**config.mk**
```make
export PLATFORM = sky130hd
export DESIGN_NAME = pwm_capture
export DESIGN_NICKNAME = d
export VERILOG_FILES = /design/src/rtl/pwm_capture.sv
export SDC_FILE = /design/constraint.sdc
export NUM_CORES = 1
export LEC_CHECK = 0
export CORE_UTILIZATION = 59
export CTS_BUF_LIST = sky130_fd_sc_hd__clkbuf_4 sky130_fd_sc_hd__clkbuf_8
export DETAILED_ROUTE_END_ITERATION = 16
export HOLD_SLACK_MARGIN = 0.12
export MAX_ROUTING_LAYER = met4
export PLACE_DENSITY = 0.77
export SKIP_LAST_GASP = 1
export SLEW_MARGIN = 20
export SYNTH_ARGS = -nofsm -noshare
export SYNTH_HDL_FRONTEND = slang
export SYNTH_SLANG_ARGS = --single-unit
```
**constraint.sdc**
```tcl
create_clock -name clk -period 2.8 [get_ports clk]
set_clock_uncertainty 0.1 [all_clocks]
set_input_delay 0.56 -clock clk [delete_from_list [all_inputs] [get_ports clk]]
set_output_delay 0.56 -clock clk [all_outputs]
set_load 0.05 [all_outputs]
```
**src/rtl/pwm_capture.sv**
```systemverilog
// pwm_capture: measures PWM duty as active cycles per free-running 2^WIDTH-clock window,
// reporting a saturated WIDTH-bit level with a one-cycle strobe, stuck and changed flags.
module pwm_capture #(
    parameter int WIDTH       = 8,
    parameter bit INVERT      = 1'b0,
    parameter int SYNC_STAGES = 2
) (
    input  logic             clk,
    input  logic             reset_n,
    input  logic             pwm_in,
    output logic [WIDTH-1:0] level,
    output logic             level_valid,
    output logic             stuck,
    output logic             changed
);
    localparam logic [WIDTH-1:0] LAST = '1;

    logic [SYNC_STAGES-1:0] sync;
    logic                   s, prev, edge_now, edge_seen, last;
    logic [WIDTH-1:0]       wcnt, sat;
    logic [WIDTH:0]         hcnt, total;

    assign s        = sync[SYNC_STAGES-1] ^ INVERT;
    assign edge_now = s != prev;
    assign last     = wcnt == LAST;
    assign total    = hcnt + {{WIDTH{1'b0}}, s};
    // a window active on every cycle counts 2^WIDTH, which clips to all-ones
    assign sat      = total[WIDTH] ? LAST : total[WIDTH-1:0];

    always_ff @(posedge clk or negedge reset_n) begin
        if (!reset_n) begin
            sync        <= '0;
            prev        <= 1'b0;
            wcnt        <= '0;
            hcnt        <= '0;
            edge_seen   <= 1'b0;
            level       <= '0;
            level_valid <= 1'b0;
            stuck       <= 1'b0;
            changed     <= 1'b0;
        end else begin
            sync        <= {sync[SYNC_STAGES-2:0], pwm_in};
            prev        <= s;
            wcnt        <= wcnt + 1'b1;
            hcnt        <= last ? '0 : total;
            edge_seen   <= last ? 1'b0 : edge_seen | edge_now;
            level_valid <= last;
            changed     <= last && sat != level;
            if (last) begin
                level <= sat;
                stuck <= !(edge_seen | edge_now);
            end
        end
    end
endmodule

```
==> flow_summary.toml <==
[outcome]
outcome = "complete, no violations"

[synthesis]
ys_seq_area_frac = 0.5047
synth-edff-count = 0
synth_most_common_cell = "dfrtp_1"
async_flop_share = 1.000
ys.flop_type = "dfrtp_1"
yosys.area_share.adder = 0.02366
synth_area_leader_cell = "dfrtp_1"
synth-simple-area-share = 0.2405
muxShareOfSynthArea = 0.007098
synth_top_area_share = 0.5047
synth.top_cells.by_count = "dfrtp_1 (32), nand2_1 (19), nor2_1 (14)"
synth_area_um2 = 1587
postSynthCellCount = 151
syn-num-nets = 157
synth-compound-area-share = 0.08912
avgSynthCellArea_um2 = 10.51
synthDistinctLibCells = 43
synth_xor_xnor_area_share = 0.1104
synth_top_family_by_area = "simple AND/OR/NAND/NOR gates"
synth.yosys.warnings = 0
yosys-top-cells-area = "dfrtp_1 (50%), xnor2_1 (7.2%), nand2_1 (4.5%)"
synth-seq-cells = 32

[grt]
antenna_found_initial = 0
grt_max_degree = 33
grt_first_pass_wirelength_um = 4968
grt_overflow = 0
grt_pass1_vias = 1073
track_usage = 0.2597

[timing]
period_share = 0.8458
finalWorstSetupSlack_ps = 431.7
hold_viol_final = 0
worst_pin_slew_ps = 540.5
finalSetupTns_ps = 0
setup_viol = 0
fin_crit_ps = 2368
rsz0062_at_grt = "no"
drv_slew = 0
fmax_mhz = 422.2
slew-limit-headroom = 0.6346

[clocking]
clk_latency_ps = 330
clock-sinks = 32
cts_tree = "yes"
cts_resized = 0
root_buffer = "clkbuf_4"
clockBufferDepth = 2
cts.reportedPaths.clkPinSlew_ps = 90
numCtsBuffers = 5
htree_levels = 2
cts_hold_buffers = 0
cts_setup_buffers = 0

[cells_and_area]
fin_cells = 200
fin_nets = 176
n_fill_cell = 196
syn2layout_area_growth_pct = 13.41
antenna_cells = 0
layout-drive-gt1-share = 0.1118
finish.utilization = 0.7197

[drt]
drtIter0Drc = 32
wire_per_inst_um = 15.14
drc = 0
first_pass_iters = 4
routed_via_density = 5.870
drt_wl_total_um = 3027
vias = 1174
ant_nets = 0

[power_and_ir_drop]
peakVddDrop_mv = 0.4857
total_leakage_power_nw = 0.7904
power_w = 0.001133
power_density_nw_per_um2 = 629.6

[worst_setup_path]
path_buf_inv = 0
end_kind = "register"
criticalPathCategory = "reg -> reg"
slowest_stage = "dfrtp_1"
crit_path_cell_trace = "ha_1, ha_1, nand3_4, o21ai_0, nand4_1, o32a_1, nand2_1, a41oi_1"
slowest_delay_ps = 400
crit_top_cell = "ha_1"
critical_path_required_ps = 2900
worstSetupStartpointType = "register"
cp.arrival_ps = 2470
crit_family = "compound AO/OA/AOI/OAI gates"
crit_fanout = 6

[floorplan]
io_pins = 14
core_um2 = 2500
die_x_um = 53.86
die_area_um2 = 2900
die_y_um = 53.86
std_cell_rows = 18
start_util = 0.6346

[placement]
portBuffers = 13
place.gp.congestion = 0.8849
place_hpwl_um = 2178
place_ws_ps = 438.4
placedCellCount = 193

[job]
max_cap_viol_count = 0

[hold_path]
hold_path_class = "reg -> reg"
-- placed cells by master (no fill, tap or decap), drive strengths merged, types with 3 or more instances in the layout --
cell and count:
ha 3, nand2 20, nand4 4, buf 3
dfrtp 32, nor2 14, xor2 7, clkbuf 6
nand3 11, o21ai 7, clkdlybuf4s50 13, and2 5
xnor2 13, a21oi 3
-- worst paths after layout --
check,startpoint,end,slack (ps),cells past startpoint
setup / recovery,sync[1],changed,430,8
hold / removal,sync[0],sync[1],280,0
setup reg to reg,sync[1],changed,430,8
hold reg to reg,sync[0],sync[1],280,0
max in group asynchronous,reset_n,hcnt[0],1800,2
min in group asynchronous,reset_n,level[6],510,2
-- power by group --
part,switching (W),internal [W]
logic,0.000157,0.000137
registers,0.0000785,0.000510
clock network,0.000148,0.000102
-- state kept, by name (all words and copies together), names as in the netlist --
register     flops
changed          1
edge_seen        1
hcnt             9
level            8
level_valid      1
prev             1
stuck            1
sync             2
wcnt             8
-- worst register-to-register path, cell delays in order, from the launching register on --
cell and delay, ps:
dfrtp_1 400, ha_1 210, ha_1 290, nand3_4 140
o21ai_0 390, nand4_1 180, o32a_1 360, nand2_1 80
a41oi_1 90
-- cells by family after synthesis --
logic type,count (synthesis)
buf+inv,7
fa+ha+maj,3
mux,1
xor+xnor,20
simple gates,68
flops,32
compound gates,20
-- layout make-up --
cell class              count  area, um^2  share of cell area
clock buffers               6       45.04             0.02503
clock inverters             1       5.005            0.002782
inverters                   3       11.26            0.006259
multi-input cells         112       747.0              0.4152
flip-flops and latches     32       800.8              0.4451
well taps                  30       37.54             0.02086
repair buffers             16       152.6             0.08484
-- per-stage QoR --
| step | hold slack (ps) | area (um^2) |
|---|---|---|
| finish | 277.4 | 1799 |
| global route | 283.0 | 1799 |
| CTS | 286.0 | 1799 |
| detailed placement | 258.4 | 1749 |
| global placement | 249.0 | 1749 |
| floorplan | 164.4 | 1587 |
-- layer usage --
layer / wire [um] / vias to the layer above / GRT usage
met5: 0 / - / -
met4: 59 / 0 / 0.1184
met1: 1414 / 573 / 0.3291
met3: 125 / 8 / 0.06215
li1: - / 565 / -
met2: 1428 / 28 / 0.3909
Power figures use the tool's default switching activity.
